===== src/rtl/vpu_req_arb.sv =====
//==============================================================================
// Module      : vpu_req_arb
// Description : Round-robin arbiter/sequencer feeding the single VPU request
//               port; one operation in flight, tagged completion response.
//               Optional busy watchdog enabled by defining VPU_ARB_WDT_EN.
// Revision    : 1.0 - initial release
//==============================================================================
`default_nettype none

module vpu_req_arb #(
    parameter int NUM_REQ    = 4,
    parameter int OPC_W      = 5,
    parameter int OPC_NUM    = 23,
    parameter int AW         = 32,
    parameter int WDT_CYCLES = 4096
) (
    input  logic                       clk,
    input  logic                       rst_n,
    input  logic [NUM_REQ-1:0]         req_valid_i,
    output logic [NUM_REQ-1:0]         req_ready_o,
    input  logic [NUM_REQ*OPC_W-1:0]   req_opcode_i,
    input  logic [NUM_REQ*AW-1:0]      req_src0_addr_i,
    input  logic [NUM_REQ*AW-1:0]      req_src1_addr_i,
    input  logic [NUM_REQ*AW-1:0]      req_dst_addr_i,
    output logic                       vpu_valid_o,
    input  logic                       vpu_ready_i,
    output logic [OPC_W-1:0]           vpu_opcode_o,
    output logic [AW-1:0]              vpu_src0_addr_o,
    output logic [AW-1:0]              vpu_src1_addr_o,
    output logic [AW-1:0]              vpu_dst_addr_o,
    input  logic                       vpu_done_i,
    output logic                       rsp_valid_o,
    output logic [$clog2(NUM_REQ)-1:0] rsp_id_o,
    output logic                       rsp_err_o,
    output logic                       busy_o,
    output logic [15:0]                op_cnt_o
);

    localparam int c_id_w = $clog2(NUM_REQ);
    // One extra bit so OPC_NUM == 2**OPC_W still compares correctly.
    localparam logic [OPC_W:0] c_opc_num = (OPC_W + 1)'(OPC_NUM);

    localparam logic [1:0] c_st_idle  = 2'd0;
    localparam logic [1:0] c_st_issue = 2'd1;
    localparam logic [1:0] c_st_busy  = 2'd2;
    localparam logic [1:0] c_st_resp  = 2'd3;

    logic [1:0]        r_state;
    logic [1:0]        w_state_nxt;
    logic [c_id_w-1:0] r_last_grant;
    logic [c_id_w-1:0] r_gnt_id;
    logic [c_id_w-1:0] r_rsp_id;
    logic              r_rsp_err;
    logic [OPC_W-1:0]  r_opcode;
    logic [AW-1:0]     r_src0;
    logic [AW-1:0]     r_src1;
    logic [AW-1:0]     r_dst;
    logic [15:0]       r_op_cnt;
    logic              w_any;
    logic [c_id_w-1:0] w_grant;
    logic [OPC_W-1:0]  w_opc;
    logic              w_legal;
    logic              w_timeout;

    // Descending scan so the nearest index after last_grant is written last.
    always_comb begin
        w_any   = 1'b0;
        w_grant = '0;
        for (int i = NUM_REQ; i >= 1; i--) begin
            if (req_valid_i[(int'(r_last_grant) + i) % NUM_REQ]) begin
                w_any   = 1'b1;
                w_grant = c_id_w'((int'(r_last_grant) + i) % NUM_REQ);
            end
        end
    end

    assign w_opc   = req_opcode_i[w_grant*OPC_W +: OPC_W];
    assign w_legal = ({1'b0, w_opc} < c_opc_num);

`ifdef VPU_ARB_WDT_EN
    localparam int c_wdt_w = $clog2(WDT_CYCLES + 1);
    logic [c_wdt_w-1:0] r_wdt;

    always_ff @(posedge clk or negedge rst_n) begin
        if (!rst_n) begin
            r_wdt <= '0;
        end else if (r_state == c_st_busy) begin
            r_wdt <= r_wdt + 1'b1;
        end else begin
            r_wdt <= '0;
        end
    end

    assign w_timeout = (r_wdt == c_wdt_w'(WDT_CYCLES - 1));
`else
    assign w_timeout = 1'b0;
`endif

    always_ff @(posedge clk or negedge rst_n) begin
        if (!rst_n) begin
            r_state <= c_st_idle;
        end else begin
            r_state <= w_state_nxt;
        end
    end

    always_comb begin
        w_state_nxt = r_state;
        req_ready_o = '0;
        vpu_valid_o = 1'b0;
        rsp_valid_o = 1'b0;
        case (r_state)
            c_st_idle: begin
                if (w_any) begin
                    req_ready_o[w_grant] = 1'b1;
                    w_state_nxt          = w_legal ? c_st_issue : c_st_resp;
                end
            end
            c_st_issue: begin
                vpu_valid_o = 1'b1;
                if (vpu_ready_i) w_state_nxt = c_st_busy;
            end
            c_st_busy: begin
                if (vpu_done_i || w_timeout) w_state_nxt = c_st_resp;
            end
            default: begin
                rsp_valid_o = 1'b1;
                w_state_nxt = c_st_idle;
            end
        endcase
    end

    // Payload and response registers only move when they become meaningful,
    // so the outputs hold their last values while not valid.
    always_ff @(posedge clk or negedge rst_n) begin
        if (!rst_n) begin
            r_last_grant <= c_id_w'(NUM_REQ - 1);
            r_gnt_id     <= '0;
            r_rsp_id     <= '0;
            r_rsp_err    <= 1'b0;
            r_opcode     <= '0;
            r_src0       <= '0;
            r_src1       <= '0;
            r_dst        <= '0;
            r_op_cnt     <= '0;
        end else begin
            if (r_state == c_st_idle && w_any) begin
                r_last_grant <= w_grant;
                r_gnt_id     <= w_grant;
                if (w_legal) begin
                    r_opcode <= w_opc;
                    r_src0   <= req_src0_addr_i[w_grant*AW +: AW];
                    r_src1   <= req_src1_addr_i[w_grant*AW +: AW];
                    r_dst    <= req_dst_addr_i[w_grant*AW +: AW];
                end else begin
                    r_rsp_id  <= w_grant;
                    r_rsp_err <= 1'b1;
                end
            end
            if (r_state == c_st_busy) begin
                if (vpu_done_i) begin
                    r_rsp_id  <= r_gnt_id;
                    r_rsp_err <= 1'b0;
                    r_op_cnt  <= r_op_cnt + 16'd1;
                end else if (w_timeout) begin
                    r_rsp_id  <= r_gnt_id;
                    r_rsp_err <= 1'b1;
                end
            end
        end
    end

    assign vpu_opcode_o    = r_opcode;
    assign vpu_src0_addr_o = r_src0;
    assign vpu_src1_addr_o = r_src1;
    assign vpu_dst_addr_o  = r_dst;
    assign rsp_id_o        = r_rsp_id;
    assign rsp_err_o       = r_rsp_err;
    assign busy_o          = (r_state != c_st_idle);
    assign op_cnt_o        = r_op_cnt;

endmodule

`default_nettype wire

===== config.mk =====
export PLATFORM = sky130hd
export DESIGN_NAME = vpu_req_arb
export DESIGN_NICKNAME = d
export VERILOG_FILES = /design/src/rtl/vpu_req_arb.sv
export SDC_FILE = /design/constraint.sdc
export NUM_CORES = 1
export LEC_CHECK = 0
export BUFFER_PORTS_ARGS = -buffer_cell sky130_fd_sc_hd__buf_4
export CAP_MARGIN = 0
export CORE_AREA = 8 8 203 205
export CTS_CLUSTER_SIZE = 12
export DETAILED_ROUTE_END_ITERATION = 12
export DIE_AREA = 0 0 211 213
export GPL_TIMING_DRIVEN = 0
export MAX_ROUTING_LAYER = met4
export PLACE_DENSITY = 0.53
export SYNTH_ARGS = -nofsm -noshare
export SYNTH_HDL_FRONTEND = slang
export SYNTH_SLANG_ARGS = --single-unit

===== constraint.sdc =====
create_clock -name clk -period 2.6 [get_ports clk]
set_input_delay 0.13 -clock clk [delete_from_list [all_inputs] [get_ports clk]]
set_output_delay 0.13 -clock clk [all_outputs]
set_load 0.01 [all_outputs]

# Word-level counts from Yosys, hierarchy flattened
# Index checks and enable logic that the tools add are counted.
# classes
add_sub_neg	5
multipliers	1
order_cmp	7
eq_ne	5
shift	4
mux	39
bitwise	4
reduce_logical	12
# op_table
cell	count
128-bit by 8-bit variable part select with 32-bit output	3
2-bit 2-to-1 mux	12
20-bit by 6-bit variable part select with 5-bit output	1
1-bit 2-to-1 mux	19
16-bit by 1-bit adder with 16-bit output (second input constant)	1
3-bit by 4-bit < comparator with 1-bit output (second input constant)	4
1-bit binary-select mux with 2-bit select	4
4-bit 2-to-1 mux	2
2-bit OR reduction	4
2-bit != test (second input constant)	3
2-bit one-hot mux with 3 select lines	1
5-bit < comparator (second input constant)	1
2-bit by 3-bit multiplier with 5-bit output (second input constant)	1
2-bit by 1-bit adder with 2-bit output (second input constant)	2
2-bit adder (second input constant)	2
1-bit bitwise AND (first input constant)	4
2-bit AND reduction	2
2-bit by 3-bit < comparator with 1-bit output (second input constant)	1
3-bit AND reduction	1
3-bit OR reduction	1
1-bit demux with 2-bit select	1
2-bit by 1-bit == test with 1-bit output (second input constant)	1
2-bit == test (second input constant)	1
2-bit by 1-bit greater-or-equal comparator with 1-bit output (second input constant)	1
3 further kinds	4
# word_totals
regBits	126
in_bits	412
out_inout_bits	127
word_cells	87

# Longest topological paths before layout
# Gate-level depths: netlist of the first run.
# logic_depth
depth_word	17
mapped_depth	10
depth_no_buf	8

# Worst setup path before layout of the first run
# OpenSTA, ideal clock, no wires.
# synth_timing
path_type	flip-flop to flip-flop
from	reg r_last_grant[0]
to	reg r_dst[0] (netlist: vpu_dst_addr_o[0])
setup_ns	0.127
arrival_time_ns	2.702
required_time_ns	2.473
path_slack_ns	-0.230
path_stages_with_launch	10
path_buffers	2
synth_period_minus_slack_ns	2.830
path_cell_list	dfstp_2 -> nand2b_1 -> o21ai_1 -> a211oi_4 -> mux4_2 -> a31oi_1 -> o21ai_1 -> buf_6 -> buf_8 -> mux2_1
# synth_via
elab_chain_len	12
elab_cells_between_ends	30
cone_classes	4 x add/sub; 1 x mul; 1 x order compare; 2 x shift; 20 x mux; 2 x reduce/logical
# synth_rtl
item	line_no	rtl
start, declared	50	logic [c_id_w-1:0] r_last_grant;
start signal, assigned	137	r_last_grant <= c_id_w'(NUM_REQ - 1);
start signal, assigned	148	r_last_grant <= w_grant;
2-bit by 1-bit adder with 2-bit output	70, 72	
1-bit binary-select mux with 2-bit select	70	if (req_valid_i[(int'(r_last_grant) + i) % NUM_REQ]) begin
1-bit 2-to-1 mux (not written as such) (2 in series)	70	
2-bit 2-to-1 mux (4 in series)	70	
2-bit by 3-bit multiplier with 5-bit output	77	assign w_opc = req_opcode_i[w_grant*OPC_W +: OPC_W];
20-bit by 6-bit variable part select with 5-bit output	77	
5-bit < comparator	78	assign w_legal = ({1'b0, w_opc} < c_opc_num);
2-bit AND reduction (no line)	-	
end signal, assigned	154	r_dst <= req_dst_addr_i[w_grant*AW +: AW];
end, declared	57	logic [AW-1:0] r_dst;
# Several ways; a longest one is shown, not always the timed one. The select of a mux whose other input is x is not followed.
# A chain may end at the register's enable or synchronous reset.

# Worst setup path in the final report of the first run
# layout_timing
from	reg r_last_grant[0]
to	reg r_src1[4] (netlist: vpu_src1_addr_o[4])
# layout_via
elab_chain_len	12
elab_cells_between_ends	30
cone_classes	4 x add/sub; 1 x mul; 1 x order compare; 2 x shift; 20 x mux; 2 x reduce/logical
# layout_rtl
item	line_no	rtl
2-bit by 1-bit adder with 2-bit output	70, 72	
1-bit binary-select mux with 2-bit select	70	
1-bit 2-to-1 mux (not written as such) (2 in series)	70	
2-bit 2-to-1 mux (4 in series)	70	
2-bit by 3-bit multiplier with 5-bit output	77	
20-bit by 6-bit variable part select with 5-bit output	77	
5-bit < comparator	78	
2-bit AND reduction (no line)	-	
end signal, assigned	153	r_src1 <= req_src1_addr_i[w_grant*AW +: AW];
end, declared	56	logic [AW-1:0] r_src1;
# Several ways; a longest one is shown, not always the timed one. The select of a mux whose other input is x is not followed.

==> results.md, run 1 <==
- Starting density of the core: 21.3%
- I/O pin count: 539
- Post-Syn Instances: 895
- # diodes: 0
- Part of the power in combinational logic: 64.9%
- Switch Pwr: slightly above 7 mW
- Core ar.: 38100 um^2
- Post-synth ARST share: 100%
- Area occupied by registers: 3160 um^2
- PwrDens: 1210 nW/um^2
- Ys Warns: 0
- CTS sink cnt: 126
- EDFF count, synth: 0
- Met3 usage: 5.64%
- Final Instance Area: 14500 um^2
- Initial DRC Count: about 490
- Die extent in x: 211 um
- Post-DRT Antenna Nets: 0
- Tmin final: 2.89 ns
- VDD IR max: ~0.49 mV
- Setup violations, final: between 100 and 150
- Max Slew Vio Count: 0
- Post-Syn Area: approximately 8100 um^2
- Clock Power Share: between 10% and 20%
- RSZ-0062 raised after global routing: true
- Met2 GRT Util: 34.2%
- Vias per cell: 4.69
- Post-synthesis cell type count: 44
- Initial antenna violation count: 0
- Total number of vias: 9453
- Placement Setup Slack: -1.90 ns
- Status: complete, but fails checks
- Synthesized flop and latch total: 126
- Tot GR Track Use: 20.1%
- Multi-input gate area: 4910 um^2
- Violated checks: negative setup slack
- Worst hold path class: input pin to flip-flop
- GRT Max-Usage Layer: met2
- Final Cycle Share: 111%
- Pleak: between 6 and 7 nW
- Worst-Skew Late Latency: between 0.4 and 0.5 ns
- Clock skew: 0.00877 ns
- HPWL Detailed: 36300 um
- Overflow after GRT: 0
- Final #Nets: 1902
- Most frequent cell after synthesis: nand2_1
- Met1 Use GR: roughly 22%
- CTS tree: yes
- Chip height: 213 um
- Crit Path Class: flip-flop to flip-flop
- Dpl cell area: 12900 um^2
- Crit path DAT: 3.21 ns
- Share of the synthesized area in the top cell type: 38.2%
- Drc violations: 0
- Final WS setup: -0.288 ns
- Wire length per cell: 23.3 um
- IO buf count: between 500 and 600
- Clk buf depth: 2
- Avg Cell Area, Syn: ~9.1 um^2
- Share of post-route cells with drive strength above 1: 48.9%
- Setup crit end kind: flip-flop
- Slew @ Worst Pin: approximately 0.76 ns
- Post-synth top cells: 212 x nand2_1, 124 x dfrtp_1, 100 x mux2_1
- Layout area overhead: 78.4%
- Row cnt: 72
- Relative slew slack: 49.5%
- Sequential power share: about a fifth
- Worst EP required: 2.92 ns
- Post-synthesis sequential area ratio: 38.8%
- Max-Cap Viols: 0
- WL final: 47100 um
- Synth area leaders: dfrtp_1 38%, mux2_1 14%, nand2_1 9.8%
- Top FF cell, synth: dfrtp_1
- Fin. Hold Viols: 0
- First-pass GRT wire length: 65100 um
- Synth area leader: dfrtp_1
- Global placement routability congestion: 0.968
- Full die area: 44900 um^2
- Htree depth: 4
- Max FO, Critical Path: 5
- Fmax: ~0.35 GHz
- Clock transition at path regs: 0.07 ns
- Largest net degree at the start of global routing: 73
- Syn Nets: 1312
- Startpoint types: flip-flop
- Fill cell count: 3907
- Net Sw Frac: about two fifths
- First-pass DRT Iterations: 5
- Vias in the first global route: 10100
- CTS Root Cell: clkbuf_16
- Power Internal: 10.2 mW
- Total CTS buffers: 17
==> layout make-up <==
| cell class | count | area share (%) |
|---|---|---|
| clock inverter | 14 | 1.24 |
| buffer | 77 | 4.31 |
| timing repair buffer | 571 | 31.1 |
| multi-input combinational | 684 | 33.9 |
| sequential | 126 | 21.8 |
| tap | 518 | 4.47 |
| clock buffer | 18 | 3.03 |
| inverter | 8 | 0.207 |
==> cells in the final DEF, fill, tap and decap left out, drive strengths merged, types with 2 or more instances in the layout <==
master,instances
and4,2
a21oi,3
mux2i,3
clkinv,4
nor2,12
buf,577
clkinvlp,2
o31ai,2
a31oi,98
mux2,100
nand2,212
clkbuf,88
ha,5
bufinv,3
nand4,2
o21ai,3
dfrtp,124
and3,4
xnor2,12
xor2,3
nand2b,4
nand3,6
nor3,3
a211oi,97
and2,97
mux4,4
dfstp,2
inv,13
==> worst max-delay path: stages, from the launching register on <==
cell,delay [ns]
dfstp_2,0.57
nand2b_4,0.15
o21ai_4,0.06
a211oi_4,0.20
buf_6,0.15
mux4_2,0.55
a31oi_4,0.24
o21ai_4,0.14
clkbuf_16,0.23
clkbuf_16,0.17
mux2_4,0.30
==> per-layer routing <==
metal | up-vias | routed length [um] | share of wire, %
met5 | - | 0 | 0
met4 | 0 | 1250 | 2.7
met3 | 58 | 3210 | 6.8
met2 | 394 | 23800 | 51
met1 | 4630 | 18800 | 40
li1 | 4371 | - | -
==> cell families (layout without fill, tap and decap cells) <==
family | Yosys count | in the layout | synth area share, %
DFF | 126 | 126 | 38.8
and+or+nand+nor | 344 | 344 | 19.7
AOI/OAI and AO/OA | 213 | 213 | 18.3
xor gates and xnor gates | 15 | 15 | 1.62
buffers and inverters | 85 | 688 | 5.38
adders and majority gates | 5 | 5 | 0.770
muxes | 107 | 107 | 15.4
==> timing repair <==
action | 4_1_cts | 5_1_grt
setup buffers | 20 | 2
endpoints found under the hold margin | 54 | 0
setup endpoints to repair | 112 | 108
gates cloned | 1 | 8
gates resized for setup | 68 | 92
hold buffers | 1 | 0
pin swaps | 4 | 4
==> power groups by stage <==
stage / sequential [mW] / combinational (mW) / clock, mW
2_1_floorplan: 3.86 / 4.48 / 0
3_3_place_gp: 3.51 / 9.11 / 0
3_5_place_dp: 3.55 / 9.14 / 0
4_1_cts: 3.52 / 9.96 / 2.65
5_1_grt: 3.66 / 12.1 / 2.74
6_report: 3.55 / 11.4 / 2.59
==> flip-flops by register name, indices dropped and copies added (netlist names) <==
| register | cells |
|---|---|
| vpu_dst_addr_o | 32 |
| vpu_src0_addr_o | 32 |
| r_gnt_id | 2 |
| rsp_err_o | 1 |
| r_last_grant | 2 |
| r_state | 2 |
| rsp_id_o | 2 |
| vpu_opcode_o | 5 |
| op_cnt_o | 16 |
| vpu_src1_addr_o | 32 |
==> through the flow <==
step / instances / power, mW / hold WS (ns) / TNS [ns] / util, %
after floorplan: 895 / 8.34 / -0.166 / -5.56 / -
after global placement: 1951 / 12.6 / 0.459 / -167.82 / 33.7
after detailed placement: 1952 / 12.7 / 0.129 / -168.74 / 33.8
after CTS: 2006 / 16.1 / 0.0398 / -28.24 / 36.6
after global routing: 2016 / 18.5 / 0.0743 / -35.37 / 38.0
final: 2016 / 17.5 / 0.0556 / -25.00 / 38.0
==> final timing paths <==
kind / endpoint / cells after the start / startpoint / slack [ns]
min reg2reg: op_cnt_o[15] / 1 / op_cnt_o[15] / 0.48
max in group asynchronous: vpu_src0_addr_o[3] / 3 / rst_n / 1.57
min: rsp_err_o / 3 / vpu_done_i / 0.06
max: vpu_src1_addr_o[4] / 10 / r_last_grant[0] / -0.29
max reg2reg: vpu_src1_addr_o[4] / 10 / r_last_grant[0] / -0.29
min in group asynchronous: op_cnt_o[5] / 2 / rst_n / 0.22
No activity file was read; power rests on OpenSTA's default activity.
==> inputs of run 2 (changes only) <==
--- a/config.mk
+++ b/config.mk
@@ -14,6 +14,7 @@
 export GPL_TIMING_DRIVEN = 0
 export MAX_ROUTING_LAYER = met4
 export PLACE_DENSITY = 0.53
+export SETUP_SLACK_MARGIN = 0.1
 export SYNTH_ARGS = -nofsm -noshare
 export SYNTH_HDL_FRONTEND = slang
 export SYNTH_SLANG_ARGS = --single-unit
==> run 2 against run 1 <==
Sequential power about the same. Largest power group unchanged. Via count up 0.33%. Count of clock-buffer cells in the layout unchanged. The flow still finishes with violations (negative setup slack). Maximum frequency down 0.13%. Highest routed layer unchanged.
==> results.md, run 2 (synthesis gave the netlist of run 1 again) <==
- Status: complete, but fails checks (unchanged)
- Violated checks: negative setup slack (unchanged)
- Wire length per cell: 23.3 um (about the same)
- PwrDens: 1210 nW/um^2 (about the same)
- CTS Root Cell: clkbuf_16 (unchanged)
- Switch Pwr: 7.26 mW (about the same)
- Commonest non-fill, non-tap cell in the layout: buf_4 (unchanged)
- Worst Setup SP: r_last_grant[0] (unchanged)
- Clock Power Share: 14.8% (about the same)
- Max FO, Critical Path: 5 (unchanged)
- Net Sw Frac: 41.5% (about the same)
- Power Internal: 10.2 mW (about the same)
- Largest net degree at the start of global routing: 73 (unchanged)
- IO buf count: 538 (unchanged)
- Final #Nets: 1903 (was 1902)
- Relative slew slack: 49.7% (was 49.5%)
- Fmax: 0.346 GHz (about the same)
- HPWL Detailed: 36300 um (unchanged)
- Setup crit end kind: flip-flop (unchanged)
- Met2 Wirelength: 23800 um (about the same)
- WL final: 47100 um (about the same)
- Worst hold path class: input pin to flip-flop (unchanged)
- First-pass GRT wire length: 65100 um (about the same)
- Vias per cell: 4.70 (was 4.69)
- Row cnt: 72 (unchanged)
- VDD IR max: 0.492 mV (was 0.495 mV)
- Fin. Hold Viols: 0 (unchanged)
- Worst-Skew Late Latency: 0.44 ns (about the same)
- Htree depth: 4 (unchanged)
- Final Cycle Share: 111% (about the same)
- Worst Setup EP: vpu_src1_addr_o[4] (unchanged)
- Setup violations, final: 105 (was 101)
- Slew @ Worst Pin: 0.755 ns (was 0.758 ns)
- Max-Cap Viols: 0 (unchanged)
- Clk buf depth: 2 (unchanged)
- Placed Cells: 1952 (unchanged)
- Pleak: 7.00 nW (was 6.99 nW)
- Full die area: 44900 um^2 (unchanged)
- HP Start: vpu_done_i (unchanged)
- Initial antenna violation count: 0 (unchanged)
- Die extent in x: 211 um (unchanged)
- CTS sink cnt: 126 (unchanged)
- Global placement routability congestion: 0.968 (unchanged)
- WHS: 0.0600 ns (was 0.0556 ns)
- Overflow after GRT: 0 (unchanged)
- Starting density of the core: 21.3% (unchanged)
- Core ar.: 38100 um^2 (unchanged)
- Tmin final: 2.89 ns (about the same)
- Clock transition at path regs: 0.07 ns (about the same)
- Fin cells: 2017 (was 2016)
- Layout area overhead: 78.6% (was 78.4%)
- Clock skew: 0.00981 ns (was 0.00877 ns)
- Layout Utilization: 38.1% (was 38.0%)
- Part of the power in combinational logic: 64.9% (about the same)
- # diodes: 0 (unchanged)
- Reg2Reg Setup Slack: -0.29 ns (about the same)
- Dpl cell area: 12900 um^2 (unchanged)
- Tot GR Track Use: 20.2% (was 20.1%)
- Pwr Total: 17.5 mW (about the same)
- Leading cell types in the layout, fill and taps excluded: 550 x buf_4, 211 x nand2_1, 124 x dfrtp_1 (was 553 x buf_4, 211 x nand2_1, 124 x dfrtp_1)
- Max Slew Vio Count: 0 (unchanged)
- First-pass DRT Iterations: 5 (unchanged)
- Final Instance Area: 14500 um^2 (about the same)
- Drc violations: 0 (unchanged)
- Crit Path Class: flip-flop to flip-flop (unchanged)
- Total CTS buffers: 17 (unchanged)
- Met1 wire length: 18600 um (was 18800 um)
- Path depth of the worst reg2reg path: 10 (unchanged)
- Initial DRC Count: 512 (was 494)
- Final WS setup: -0.292 ns (was -0.288 ns)
- Share of post-route cells with drive strength above 1: 49.0% (was 48.9%)
- RSZ-0062 raised after global routing: true (unchanged)
- Chip height: 213 um (unchanged)
- Routed wl met3: 3440 um (was 3210 um)
- Vias in the first global route: 10100 (about the same)
- Post-DRT Antenna Nets: 0 (unchanged)
- DR top layer: met4 (unchanged)
- R2r startpoint: r_last_grant[0] (unchanged)
- Placement Setup Slack: -1.90 ns (unchanged)
- Total number of vias: 9484 (was 9453)
- Startpoint types: flip-flop (unchanged)
- Sequential power share: 20.3% (about the same)
- I/O pin count: 539 (unchanged)
- CTS tree: yes (unchanged)
- Worst EP required: 2.92 ns (about the same)
- TNS Setup: -25.50 ns (was -25.00 ns)
- Reg-to-Reg End: vpu_src1_addr_o[4] (unchanged)
- Crit path DAT: 3.21 ns (about the same)
==> run 2: critical path, cell delays in order, from the launching register on <==
cell	delay [ns]
dfstp_2	0.56
nand2b_4	0.15
o21ai_2	0.07
a211oi_4	0.20
buf_6	0.15
mux4_2	0.55
a31oi_4	0.24
o21ai_4	0.14
clkbuf_16	0.23
clkbuf_16	0.17
mux2_4	0.30
==> run 2: repair_timing <==
action,4_1_cts,5_1_grt
gates resized for setup,69,94
hold buffers,1,0
setup buffers,20,3
gates cloned,1,8
setup endpoints to repair,113,111
pin swaps,5,6
endpoints found under the hold margin,54,0
==> run 2: how the worst min path moves through the flow <==
stage | slack, ns | depth (start not counted) | endpoint
after floorplan | -0.17 | 0 | op_cnt_o[0]
after global placement | 0.46 | 2 | r_gnt_id[1]
after detailed placement | 0.13 | 1 | op_cnt_o[5]
after CTS | 0.04 | 3 | rsp_err_o
after global routing | 0.07 | 3 | rsp_err_o
final | 0.06 | 3 | rsp_err_o
==> run 2: power by group through the flow <==
stage	sequential (mW)	combinational [mW]	clock (mW)
2_1_floorplan	3.86	4.48	0
3_3_place_gp	3.51	9.11	0
3_5_place_dp	3.55	9.14	0
4_1_cts	3.52	9.96	2.65
5_1_grt	3.66	12.2	2.74
6_report	3.55	11.4	2.58
==> run 2: cell type report <==
class | instances | area [um^2]
clock inverter | 14 | 180
inverter | 8 | 30.0
clock buffer | 18 | 439
timing repair buffer | 572 | 4530
buffer | 77 | 626
multi-input combinational | 684 | 4900
tap | 518 | 648
sequential | 126 | 3160
fill | 3907 | 23600
==> run 2: metal layers <==
| metal | vias up | GRT usage [%] |
|---|---|---|
| met4 | 0 | 7.48 |
| met5 | - | - |
| met1 | 4633 | 22.4 |
| li1 | 4376 | - |
| met3 | 60 | 5.64 |
| met2 | 415 | 34.3 |
